--- config.mk ---
export PLATFORM = sky130hd
export DESIGN_NAME = multiplier_sequential
export DESIGN_NICKNAME = d
export VERILOG_FILES = /design/src/rtl/multiplier_sequential_pkg.sv /design/src/rtl/adder_full_1bit.sv /design/src/rtl/adder_ripple_nbit.sv /design/src/rtl/multiplier_sequential.sv
export SDC_FILE = /design/constraint.sdc
export NUM_CORES = 1
export LEC_CHECK = 0
export BUFFER_PORTS_ARGS = -buffer_cell sky130_fd_sc_hd__buf_2
export CORE_ASPECT_RATIO = 2
export CORE_UTILIZATION = 55
export DETAILED_ROUTE_END_ITERATION = 6
export GPL_TIMING_DRIVEN = 0
export PLACE_DENSITY_LB_ADDON = 0.15
export SYNTH_ARGS = -nofsm -noshare
export SYNTH_HDL_FRONTEND = slang
export SYNTH_SLANG_ARGS = --single-unit
--- constraint.sdc ---
create_clock -name clock -period 4.2 [get_ports clock]
set_input_delay 0.84 -clock clock [delete_from_list [all_inputs] [get_ports clock]]
set_output_delay 0.84 -clock clock [all_outputs]
set_load 0.005 [all_outputs]
--- src/rtl/multiplier_sequential_pkg.sv ---
// ----------------------------------------------------------------------------
// multiplier_sequential_pkg
//   Shared definitions for the sequential shift-and-add multiplier.
//   Holds the FSM state encodings and width, the state enum, and a helper
//   that sizes the iteration counter.
// ----------------------------------------------------------------------------
package multiplier_sequential_pkg;

    // State encodings. 2'd3 is unused and recovers to idle.
    localparam int unsigned      MUL_STATE_W = 2;
    localparam logic [1:0]       MUL_IDLE    = 2'd0;
    localparam logic [1:0]       MUL_RUN     = 2'd1;
    localparam logic [1:0]       MUL_DONE    = 2'd2;

    typedef enum logic [MUL_STATE_W-1:0] {
        StIdle = MUL_IDLE,
        StRun  = MUL_RUN,
        StDone = MUL_DONE
    } mul_state_e;

    // One bit wider than strictly needed, so the counter can never wrap
    // before it reaches the terminal count.
    function automatic int unsigned count_width(input int unsigned iterations);
        return $clog2(iterations) + 1;
    endfunction

endpackage

--- src/rtl/adder_full_1bit.sv ---
// ----------------------------------------------------------------------------
// adder_full_1bit
//   Single-bit full adder; the cell of the ripple-carry chain.
// Ports
//   carry_out  out  carry produced by this bit
//   sum        out  sum bit
//   a, b       in   addend bits
//   carry_in   in   carry from the previous bit
// ----------------------------------------------------------------------------
module adder_full_1bit (
    output logic carry_out,
    output logic sum,
    input  logic a,
    input  logic b,
    input  logic carry_in
);

    assign sum       = a ^ b ^ carry_in;
    assign carry_out = (a & b) | (carry_in & (a ^ b));

endmodule

--- src/rtl/adder_ripple_nbit.sv ---
// ----------------------------------------------------------------------------
// adder_ripple_nbit
//   WIDTH-bit ripple-carry adder built from a chain of adder_full_1bit cells.
// Parameters
//   WIDTH      operand width in bits (>=1)
// Ports
//   carry_out  out  carry out of the most significant bit
//   sum        out  WIDTH-bit sum
//   a, b       in   WIDTH-bit addends
//   carry_in   in   carry into the least significant bit
// ----------------------------------------------------------------------------
module adder_ripple_nbit #(
    parameter int unsigned WIDTH = 8
) (
    output logic             carry_out,
    output logic [WIDTH-1:0] sum,
    input  logic [WIDTH-1:0] a,
    input  logic [WIDTH-1:0] b,
    input  logic             carry_in
);

    logic [WIDTH:0] carry;

    assign carry[0]  = carry_in;
    assign carry_out = carry[WIDTH];

    for (genvar i = 0; i < WIDTH; i++) begin : g_bit
        adder_full_1bit u_fa (
            .carry_out (carry[i+1]),
            .sum       (sum[i]),
            .a         (a[i]),
            .b         (b[i]),
            .carry_in  (carry[i])
        );
    end

endmodule

--- src/rtl/multiplier_sequential.sv ---
// ----------------------------------------------------------------------------
// multiplier_sequential
//   Unsigned shift-and-add multiplier, MCAND_WIDTH x MPLIER_WIDTH. Retires one
//   multiplier bit per clock through a single ripple adder.
//   Start accepted at edge k -> done pulses and product is valid after edge
//   k+MPLIER_WIDTH. Starting again while done is high runs back-to-back.
// Parameters
//   MCAND_WIDTH   multiplicand width (>=2)
//   MPLIER_WIDTH  multiplier width (>=2), equals iterations per operation
// Ports
//   clock         in   rising-edge clock
//   reset         in   synchronous, active-high
//   start         in   request; sampled only in idle or done
//   multiplicand  in   operand A, captured on acceptance
//   multiplier    in   operand B, captured on acceptance
//   busy          out  high while running
//   done          out  one-cycle pulse, product valid
//   product       out  registered result, held until the next result
// ----------------------------------------------------------------------------
module multiplier_sequential
    import multiplier_sequential_pkg::*;
#(
    parameter int unsigned MCAND_WIDTH  = 8,
    parameter int unsigned MPLIER_WIDTH = 8
) (
    input  logic                              clock,
    input  logic                              reset,
    input  logic                              start,
    input  logic [MCAND_WIDTH-1:0]            multiplicand,
    input  logic [MPLIER_WIDTH-1:0]           multiplier,
    output logic                              busy,
    output logic                              done,
    output logic [MCAND_WIDTH+MPLIER_WIDTH-1:0] product
);

    localparam int unsigned CW = count_width(MPLIER_WIDTH);
    localparam logic [CW-1:0] LAST_COUNT = CW'(MPLIER_WIDTH - 1);

    mul_state_e              state;
    logic [MCAND_WIDTH-1:0]  mcand_reg;
    logic [MPLIER_WIDTH-1:0] mplier_reg;
    logic [MCAND_WIDTH-1:0]  acc_hi;
    logic [MPLIER_WIDTH-1:0] acc_lo;
    logic [CW-1:0]           count;

    logic [MCAND_WIDTH-1:0]  addend;
    logic [MCAND_WIDTH-1:0]  sum;
    logic                    carry;
    logic [MCAND_WIDTH-1:0]  shift_hi;
    logic [MPLIER_WIDTH-1:0] shift_lo;

    // A zero addend when the multiplier bit is clear makes the adder output
    // equal acc_hi with no carry, so the shift needs no separate mux.
    assign addend = mplier_reg[0] ? mcand_reg : '0;

    adder_ripple_nbit #(
        .WIDTH (MCAND_WIDTH)
    ) u_adder (
        .carry_out (carry),
        .sum       (sum),
        .a         (acc_hi),
        .b         (addend),
        .carry_in  (1'b0)
    );

    // {carry, sum, acc_lo} shifted right by one; the carry becomes the MSB.
    assign shift_hi = {carry, sum[MCAND_WIDTH-1:1]};
    assign shift_lo = {sum[0], acc_lo[MPLIER_WIDTH-1:1]};

    always_ff @(posedge clock) begin
        if (reset) begin
            state      <= StIdle;
            busy       <= 1'b0;
            done       <= 1'b0;
            product    <= '0;
            mcand_reg  <= '0;
            mplier_reg <= '0;
            acc_hi     <= '0;
            acc_lo     <= '0;
            count      <= '0;
        end else begin
            done <= 1'b0;
            case (state)
                StIdle, StDone: begin
                    if (start) begin
                        state      <= StRun;
                        busy       <= 1'b1;
                        mcand_reg  <= multiplicand;
                        mplier_reg <= multiplier;
                        acc_hi     <= '0;
                        acc_lo     <= '0;
                        count      <= '0;
                    end else begin
                        state <= StIdle;
                        busy  <= 1'b0;
                    end
                end
                StRun: begin
                    acc_hi     <= shift_hi;
                    acc_lo     <= shift_lo;
                    mplier_reg <= mplier_reg >> 1;
                    count      <= count + CW'(1);
                    if (count == LAST_COUNT) begin
                        state   <= StDone;
                        busy    <= 1'b0;
                        done    <= 1'b1;
                        product <= {shift_hi, shift_lo};
                    end
                end
                default: begin
                    // Illegal encoding: fall back to idle.
                    state <= StIdle;
                    busy  <= 1'b0;
                end
            endcase
        end
    end

endmodule

==> results.toml, run 1 <==
[sta]
holdWs_ps = 457
tns_ps = 0
finalHoldViolCount = 0
post-route-period-util_pct = 94.6
rsz0062_at_grt = "false"
post-route-min-period_ps = 3970
drv_slew = 0
setup_violations = 0
slew_headroom_pct = 65.9
worstMarginPinSlew_ps = 512
max_freq_ghz = 0.252
fin_skew_ps = 6.40

[cts]
cts_buffers = 5
htree_levels = 2
post_cts_buffers = 0
cts_root_buf = "clkbuf_8"
postCtsResizedCells = 0
clock-sinks = 54
postCtsHoldBufs = 0
cts_tree = "yes"
clk_path_buf_depth = 2
worstSkewPairLatency_ps = 310
clk_pin_slew_ps = 90

[detailed_routing]
drcViolationCount = 0
drt.antenna.violating_nets = 0
firstDrtPassIters = 5
routed_wl_mm = 4.52
wl_per_cell_um = 13.8
drt_iter0_markers = 39
vias = 1807
via_per_inst = 5.51

[grt]
globalRouteOverflowTotal = 0
grt_max_degree = 17
grt_pass1_vias = 1738
track_usage_pct = 24.8
grt_pass1_wl_mm = 7.78
antenna_found_initial = 0

[worst_setup_path]
cp_max_fo = 9
cpMostUsedCell = "fa_1"
crit_chain = "and2_1 -> ha_1 -> inv_1 -> fa_1 -> fa_1 -> fa_1 -> fa_1 -> inv_1 -> fa_1 -> fa_1 -> inv_1 -> fa_1 -> nand2b_1 -> a21oi_1"
cp_num_buf_inv = 3
cp-end-kind = "register"
slowest_delay_ps = 520
arrival_ps = 4150
required_ps = 4380
critPathSlowestCell = "fa_1"
crit_family = "adder cells"
criticalPathCategory = "register to register"
crit_path_start_kind = "register"

[final_layout]
regMostFlops = "product"
largest_register_ffs = 16
multi_input_comb_area_um2 = 963
regArea_mm2 = 0.00108
num-nets-final = 304
num-fill-cells = 332
area_delta_synth_final_pct = 16.0
drive_above_1_share_pct = 22.7
antennaDiodeCount = 0
utilization_pct = 66.5

[pwr]
powerDensity_mw_per_mm2 = 377
switchingPower_mw = 0.226
p_leak_nw = 0.984
power.share.clock_pct = 36.1
seqPwrFrac_pct = 55.8
ir_worst_vdd_v = 0.000422
p_int_mw = 0.727
power_mw = 0.954
pwr-share-comb_pct = 8.1
p_sw_share_pct = 23.7

[synthesis]
syn_area_per_cell_um2 = 9.31
syn-num-nets = 262
synthCells = 234
synth_warnings = 0
ys_types = 28
synth-seq-area-share_pct = 49.6
netlist_area_mm2 = 0.00218
synth_seq_cells = 54

[run_status]
status = "complete, no violations"

[floorplan]
io_pins = 37
initial_core_util_pct = 57.3
die_y_um = 91.0
coreArea_mm2 = 0.00380
dieArea_mm2 = 0.00423
die_width_um = 46.5
rows = 32

[place]
io_buffer_count = 36
hpwlAfterDp_mm = 3.37
globalplace.congestion = 0.766

[job]
drv_cap = 0

[hold_path]
min_path_type = "register to register"
-- layout make-up --
type                    count  area share, %
flip-flops and latches     54           42.8
multi-input cells         151           38.1
repair buffers             36           7.13
plain buffers              18           3.51
clock buffers               5           2.72
well taps                  51           2.52
inverters                  10           1.68
clock inverters             3           1.58
-- synth_stat cells --
cell | n | area [um^2]
mux2_2 | 2 | 22.5
buf_2 | 5 | 25.0
and3b_1 | 1 | 8.76
clkbuf_1 | 8 | 30.0
a22o_2 | 9 | 90.1
buf_6 | 2 | 22.5
nand3_1 | 26 | 130
and2b_1 | 1 | 7.51
nor3b_1 | 1 | 7.51
buf_1 | 4 | 15.0
nor2b_1 | 1 | 6.26
o21ai_0 | 1 | 5.00
a211oi_1 | 1 | 7.51
nor2_1 | 2 | 7.51
o2bb2ai_1 | 6 | 52.6
nand2_1 | 32 | 120
and2_1 | 3 | 18.8
inv_1 | 9 | 33.8
nand4_1 | 1 | 6.26
dfxtp_1 | 54 | 1080
fa_1 | 7 | 140
nand2b_1 | 9 | 56.3
nand3b_1 | 1 | 7.51
a22oi_1 | 7 | 52.6
ha_1 | 2 | 25.0
a21oi_1 | 37 | 185
clkinv_4 | 1 | 8.76
or3_1 | 1 | 6.26
-- layout by cell type (no fill, tap or decap), types with 5 or more instances in the layout --
cell / Yosys / routed
clkbuf_8: 0 / 5
nand2b_1: 9 / 9
fa_1: 7 / 7
dfxtp_1: 54 / 54
a22oi_1: 7 / 7
a21oi_1: 37 / 37
a22o_2: 9 / 9
o2bb2ai_1: 6 / 6
nand3_1: 26 / 26
clkbuf_1: 8 / 7
inv_1: 9 / 9
nand2_1: 32 / 32
buf_2: 5 / 41
-- final timing paths --
path                                    from                        end  slack (ps)  depth (start not counted)
hold / removal     mcand_reg[5]$_SDFFE_PP0P_  mcand_reg[5]$_SDFFE_PP0P_         460                          2
hold reg to reg    mcand_reg[5]$_SDFFE_PP0P_  mcand_reg[5]$_SDFFE_PP0P_         460                          2
setup reg to reg  mplier_reg[0]$_SDFFE_PP0P_     acc_hi[6]$_SDFFE_PP0P_         230                         14
setup / recovery  mplier_reg[0]$_SDFFE_PP0P_     acc_hi[6]$_SDFFE_PP0P_         230                         14
-- metrics by stage --
step	cell area (um^2)	instances	setup WS, ps
CTS	2530	329	95.8
global route	2530	328	43.3
finish	2530	328	229
global placement	2420	321	259
detailed placement	2420	321	185
floorplan	2180	234	496
-- power by group through the flow --
stage / clock [mW] / combinational, mW / sequential (mW)
finish: 0.344 / 0.0772 / 0.532
global route: 0.367 / 0.0875 / 0.534
CTS: 0.348 / 0.0795 / 0.531
detailed placement: 0 / 0.0792 / 0.543
global placement: 0 / 0.0784 / 0.542
floorplan: 0 / 0.0526 / 0.541
-- cells by family (layout without fill, tap and decap cells) --
kind of cell / Yosys count / in the layout / share of synthesized area (%)
AO/OA/AOI/OAI: 61 / 61 / 18.0
adder cells (fa/ha/maj): 9 / 9 / 7.58
buffers and inverters: 29 / 72 / 6.20
flip-flops: 54 / 54 / 49.6
multiplexers: 2 / 2 / 1.03
AND/OR/NAND/NOR: 79 / 79 / 17.6
-- tightest hold or removal path, cell delays in order (launching register included) --
cell and delay [ps]:
dfxtp_1 310, nand2_1 50, a21oi_1 50
-- metal layers --
layer / vias up / track usage, % / share of wire [%]
li1: 890 / - / -
met1: 868 / 30.3 / 41
met2: 37 / 39.0 / 53
met3: 12 / 4.57 / 2.6
met4: 0 / 13.2 / 3.2
met5: - / 0 / 0
Note: power is estimated with default switching activity, not from simulation.
==> run 2, diff against run 1 <==
--- a/config.mk
+++ b/config.mk
@@ -7,7 +7,7 @@
 export LEC_CHECK = 0
 export BUFFER_PORTS_ARGS = -buffer_cell sky130_fd_sc_hd__buf_2
 export CORE_ASPECT_RATIO = 2
-export CORE_UTILIZATION = 55
+export CORE_UTILIZATION = 59
 export DETAILED_ROUTE_END_ITERATION = 6
 export GPL_TIMING_DRIVEN = 0
 export PLACE_DENSITY_LB_ADDON = 0.15
==> constraint.sdc (replaced) <==
create_clock -name clock -period 5.1 [get_ports clock]
set_input_delay 0.255 -clock clock [delete_from_list [all_inputs] [get_ports clock]]
set_output_delay 0.255 -clock clock [all_outputs]
set_load 0.005 [all_outputs]
==> run 2 against run 1 <==
  * Clock skew rose by 0.93 ps
  * Setup slack better by 840 ps
  * Wire length is 1.7% higher
  * Power shrank 17%
  * Sequential share of layout area is 0.063 points lower
  * Global-route usage increased by 1.3 points
  * Maximum frequency shrank 1.5%
  * Via count shrank 1.9%
  * First-iteration DRC count shrank 10%
  * Register-to-register slack better by 840 ps
  * Count of clock-buffer cells in the layout up 1
  * Critical path depth rose by 1
  * Critical endpoint unchanged
==> results.toml, run 2 (synthesis gave the netlist of run 1 again) <==
[pwr]
p_leak_nw = 0.985
pwr-share-comb_pct = 8.2
p_sw_share_pct = 22.8
switchingPower_mw = 0.181
power.share.clock_pct = 36.7
p_int_mw = 0.612
powerDensity_mw_per_mm2 = 313
seqPwrFrac_pct = 55.2
ir_worst_vdd_v = 0.000299

[place]
dpl.cell_count = 318
io_buffer_count = 36
hpwlAfterDp_mm = 3.39
globalplace.congestion = 0.821

[final_layout]
fin_cells = 325
regMostFlops = "product"
regArea_mm2 = 0.00108
num-nets-final = 305
layout_common_cells = "dfxtp_1 (54), buf_2 (41), a21oi_1 (37)"
drive_above_1_share_pct = 22.4
multi_input_comb_area_um2 = 963
antennaDiodeCount = 0
final_common_cell = "dfxtp_1"
largest_register_ffs = 16
area_delta_synth_final_pct = 16.2
num-fill-cells = 302

[floorplan]
die_y_um = 88.0
initial_core_util_pct = 63.1
dieArea_mm2 = 0.00396
coreArea_mm2 = 0.00345
io_pins = 37
die_width_um = 45.0
rows = 30

[sta]
post-route-period-util_pct = 79.0
drv_slew = 0
rsz0062_at_grt = "false"
slew_headroom_pct = 66.2
fin_skew_ps = 7.34
finalHoldViolCount = 0
worstMarginPinSlew_ps = 507
tns_ps = 0
setup_violations = 0
max_freq_ghz = 0.248
post-route-min-period_ps = 4030

[cts]
post_cts_buffers = 0
clk_path_buf_depth = 2
clk_pin_slew_ps = 90
clock-sinks = 54
htree_levels = 2
cts_buffers = 5
cts_tree = "yes"
postCtsResizedCells = 0
postCtsHoldBufs = 0
worstSkewPairLatency_ps = 300
cts_root_buf = "clkbuf_8"

[worst_setup_path]
arrival_ps = 4200
cp_max_fo = 9
cp-end-kind = "register"
criticalPathCategory = "register to register"
required_ps = 5270
crit_path_start_kind = "register"

[detailed_routing]
drt.antenna.violating_nets = 0
routed_wl_mm = 4.60
firstDrtPassIters = 4
drcViolationCount = 0
via_per_inst = 5.46
vias = 1773
drt_iter0_markers = 35
wl_per_cell_um = 14.1

[job]
drv_cap = 0

[grt]
track_usage_pct = 26.2
antenna_found_initial = 0
grt_pass1_vias = 1741
globalRouteOverflowTotal = 0
grt_pass1_wl_mm = 7.61
grt_max_degree = 16

[hold_path]
min_path_type = "input pin to register"

[run_status]
status = "complete, no violations"
==> run 2: changes by cell type in the layout (fill, tap and decap cells not counted), sizes merged <==
cell and delta:
clkinv -2, clkbuf +2
==> run 2: cell type report <==
cell class / instances / area share, %
buffer: 19 / 3.66
clock buffer: 6 / 3.26
tap: 48 / 2.37
timing repair buffer: 36 / 7.11
multi-input combinational: 151 / 38.0
sequential: 54 / 42.7
inverter: 10 / 1.68
clock inverter: 1 / 1.19
==> run 2: worst max-delay path, stage by stage (launching register included) <==
cell and delay, ps:
dfxtp_1 320, clkbuf_1 280, and2_1 200, ha_1 150, inv_1 60, fa_1 410, fa_1 420, fa_1 440
fa_1 400, inv_1 90, fa_1 210, fa_1 180, inv_1 50, fa_1 510, nand2b_1 110, a21oi_1 60
==> run 2: worst paths after layout <==
check,from,end,slack [ps],depth (start not counted)
setup / recovery,mplier_reg[0]$_SDFFE_PP0P_,acc_hi[6]$_SDFFE_PP0P_,1070,15
hold / removal,multiplicand[2],mcand_reg[2]$_SDFFE_PP0P_,190,3
setup reg to reg,mplier_reg[0]$_SDFFE_PP0P_,acc_hi[6]$_SDFFE_PP0P_,1070,15
hold reg to reg,mcand_reg[0]$_SDFFE_PP0P_,mcand_reg[0]$_SDFFE_PP0P_,460,2
==> run 2: per-layer routing <==
layer | global-route usage, % | vias up | share of wire, %
met5 | 0 | - | 0
met4 | 10.5 | 0 | 1.9
met3 | 4.54 | 9 | 3.4
met2 | 47.0 | 49 | 55
met1 | 29.0 | 831 | 40
li1 | - | 884 | -
==> run 2: metrics by stage <==
stage	hold slack (ps)	setup WS (ps)	power [mW]	util, %	instance area (um^2)
after floorplan	391	1400	0.489	-	2180
after global placement	438	1150	0.510	70.1	2420
after detailed placement	446	1070	0.512	70.1	2420
after CTS	183	1050	0.794	73.3	2530
after global routing	188	824	0.821	73.3	2530
final	187	1070	0.792	73.3	2530
==> run 2: power by group through the flow <==
| stage | logic (mW) | registers, mW | clock network (mW) |
|---|---|---|---|
| finish | 0.0648 | 0.437 | 0.290 |
| detailed placement | 0.0648 | 0.447 | 0 |
| CTS | 0.0653 | 0.437 | 0.292 |
| global placement | 0.0634 | 0.447 | 0 |
| global route | 0.0728 | 0.439 | 0.310 |
| floorplan | 0.0433 | 0.446 | 0 |
==> run 3, diff against run 2 <==
--- a/config.mk
+++ b/config.mk
@@ -7,7 +7,7 @@
 export LEC_CHECK = 0
 export BUFFER_PORTS_ARGS = -buffer_cell sky130_fd_sc_hd__buf_2
 export CORE_ASPECT_RATIO = 2
-export CORE_UTILIZATION = 59
+export CORE_UTILIZATION = 55
 export DETAILED_ROUTE_END_ITERATION = 6
 export GPL_TIMING_DRIVEN = 0
 export PLACE_DENSITY_LB_ADDON = 0.15
==> constraint.sdc (replaced) <==
create_clock -name clock -period 3.85 [get_ports clock]
set_input_delay 0.1925 -clock clock [delete_from_list [all_inputs] [get_ports clock]]
set_output_delay 0.1925 -clock clock [all_outputs]
set_load 0.005 [all_outputs]
==> run 3 against run 2 <==
  * Sequential share of layout area decreased by 0.10 points
  * Wire length decreased by 2.0%
  * Combinational power increased by 32%
  * Via count increased by 1.4%
  * Hold slack got worse by 76 ps
  * Power increased by 31%
  * Global-route usage decreased by 1.3 points
  * Sequential power increased by 33%
  * Setup slack got worse by 890 ps
  * Non-clock buffer count unchanged
  * Critical endpoint unchanged
  * Largest power group unchanged
  * Highest routed layer unchanged
==> results.toml, run 3 (synthesis gave the netlist of run 1 again) <==
[floorplan]
die_y_um = 91.0
io_pins = 37
die_width_um = 46.5
initial_core_util_pct = 57.3
dieArea_mm2 = 0.00423
rows = 32
coreArea_mm2 = 0.00380

[worst_setup_path]
required_ps = 4030
arrival_ps = 3850
crit_path_start_kind = "register"
cp_max_fo = 8
cp-end-kind = "register"
regToRegEndpoint = "acc_hi[6]$_SDFFE_PP0P_"
r2r-start = "mplier_reg[0]$_SDFFE_PP0P_"
criticalPathCategory = "register to register"
reg2reg_slack_ps = 180
r2r_cells = 14

[cts]
worstSkewPairLatency_ps = 310
htree_levels = 2
clk_path_buf_depth = 2
clk_pin_slew_ps = 90
clock-sinks = 54
cts_buffers = 5
cts_root_buf = "clkbuf_8"
cts_tree = "yes"

[sta]
max_freq_ghz = 0.272
fin_skew_ps = 6.70
post-route-period-util_pct = 95.4
worstMarginPinSlew_ps = 512
post-route-min-period_ps = 3670
finalHoldViolCount = 0
rsz0062_at_grt = "false"
drv_slew = 0
slew_headroom_pct = 65.9
fin_ws_ps = 176
setup_violations = 0

[hold_path]
min_path_type = "input pin to register"
min_path_cells = 3
worstHoldStart = "multiplier[7]"
holdPathEnd = "mplier_reg[7]$_SDFFE_PP0P_"

[final_layout]
layout_common_cells = "dfxtp_1 (53), buf_2 (41), a21oi_1 (37)"
antennaDiodeCount = 0
drive_above_1_share_pct = 24.5
num-nets-final = 305
regArea_mm2 = 0.00108
fin_cells = 329
multi_input_comb_area_um2 = 971
area_delta_synth_final_pct = 16.9
final_common_cell = "dfxtp_1"
largest_register_ffs = 16
regMostFlops = "product"
num-fill-cells = 329

[pwr]
ir_worst_vdd_v = 0.000459
pwr-share-comb_pct = 8.2
switchingPower_mw = 0.244
p_sw_share_pct = 23.5
p_int_mw = 0.794
seqPwrFrac_pct = 55.9
power.share.clock_pct = 35.9
p_leak_nw = 0.990
powerDensity_mw_per_mm2 = 407

[place]
place_ws_ps = -165
io_buffer_count = 36
dpl.cell_count = 321
hpwlAfterDp_mm = 3.37
globalplace.congestion = 0.766

[detailed_routing]
via_per_inst = 5.46
drt_iter0_markers = 36
firstDrtPassIters = 4
wl_per_cell_um = 13.7
drcViolationCount = 0
drt.antenna.violating_nets = 0
vias = 1797
routed_wl_mm = 4.50

[grt]
grt_pass1_vias = 1739
grt_max_degree = 17
antenna_found_initial = 0
globalRouteOverflowTotal = 0
grt_pass1_wl_mm = 7.78
track_usage_pct = 24.8

[job]
drv_cap = 0

[run_status]
status = "complete, no violations"
==> run 3: changes by cell type in the layout (fill, tap and decap cells not counted), sizes merged <==
cell	change
clkbuf	-2
clkinv	+2
buf	+1
==> run 3: how the worst max path moves through the flow <==
stage,start,to,cells after the start
after floorplan,mplier_reg[0]$_SDFFE_PP0P_,acc_hi[6]$_SDFFE_PP0P_,15
after CTS,mplier_reg[0]$_SDFFE_PP0P_,acc_hi[6]$_SDFFE_PP0P_,14
after detailed placement,mplier_reg[0]$_SDFFE_PP0P_,acc_hi[6]$_SDFFE_PP0P_,15
final,mplier_reg[0]$_SDFFE_PP0P_,acc_hi[6]$_SDFFE_PP0P_,14
after global placement,mplier_reg[0]$_SDFFE_PP0P_,acc_hi[6]$_SDFFE_PP0P_,15
after global routing,mplier_reg[0]$_SDFFE_PP0P_,acc_hi[6]$_SDFFE_PP0P_,14
==> run 3: area by class of cell <==
| class | count | area share, % |
|---|---|---|
| clock inverter | 3 | 1.57 |
| clock buffer | 5 | 2.70 |
| buffer | 18 | 3.49 |
| sequential | 54 | 42.6 |
| timing repair buffer | 37 | 7.37 |
| inverter | 10 | 1.67 |
| multi-input combinational | 151 | 38.1 |
| tap | 51 | 2.50 |
==> run 3: repair_timing <==
item	4_1_cts	5_1_grt
gates resized for setup	3	2
setup buffers	0	1
endpoints found under the setup margin	4	2
hold buffers	0	0
pin swaps	0	1
==> run 3: power groups by stage <==
stage | logic, mW | registers, mW | clock network, mW
after global routing | 0.0969 | 0.582 | 0.400
final | 0.0854 | 0.580 | 0.372
after CTS | 0.0849 | 0.580 | 0.379
after floorplan | 0.0574 | 0.590 | 0
after global placement | 0.0855 | 0.591 | 0
after detailed placement | 0.0864 | 0.592 | 0
==> run 3: per-layer routing <==
metal | vias to the layer above | track usage (%) | wire (um)
met3 | 13 | 4.57 | 147
met5 | - | 0 | 0
li1 | 891 | - | -
met4 | 0 | 13.2 | 146
met2 | 45 | 39.0 | 2440
met1 | 848 | 30.3 | 1770
==> run 3: stage by stage <==
step                      hold slack, ps  total power [mW]  setup TNS, ps  utilization [%]  area (um^2)
after floorplan                      328             0.648              0                -         2180
after global placement               435             0.677          -91.1             63.7         2420
after detailed placement             440             0.678           -278             63.7         2420
after CTS                            108              1.04              0             66.6         2530
after global routing                 116              1.08              0             67.0         2550
final                                111              1.04              0             67.0         2550
==> run 3: critical path, cell delays in order, from the launching register on <==
cell and delay, ps:
dfxtp_4 390, and2_1 150, ha_1 150, inv_1 50, fa_1 400, fa_2 360
fa_2 380, fa_1 400, inv_1 100, fa_2 210, fa_1 190, inv_1 60
fa_1 520, nand2b_1 130, a21oi_1 60
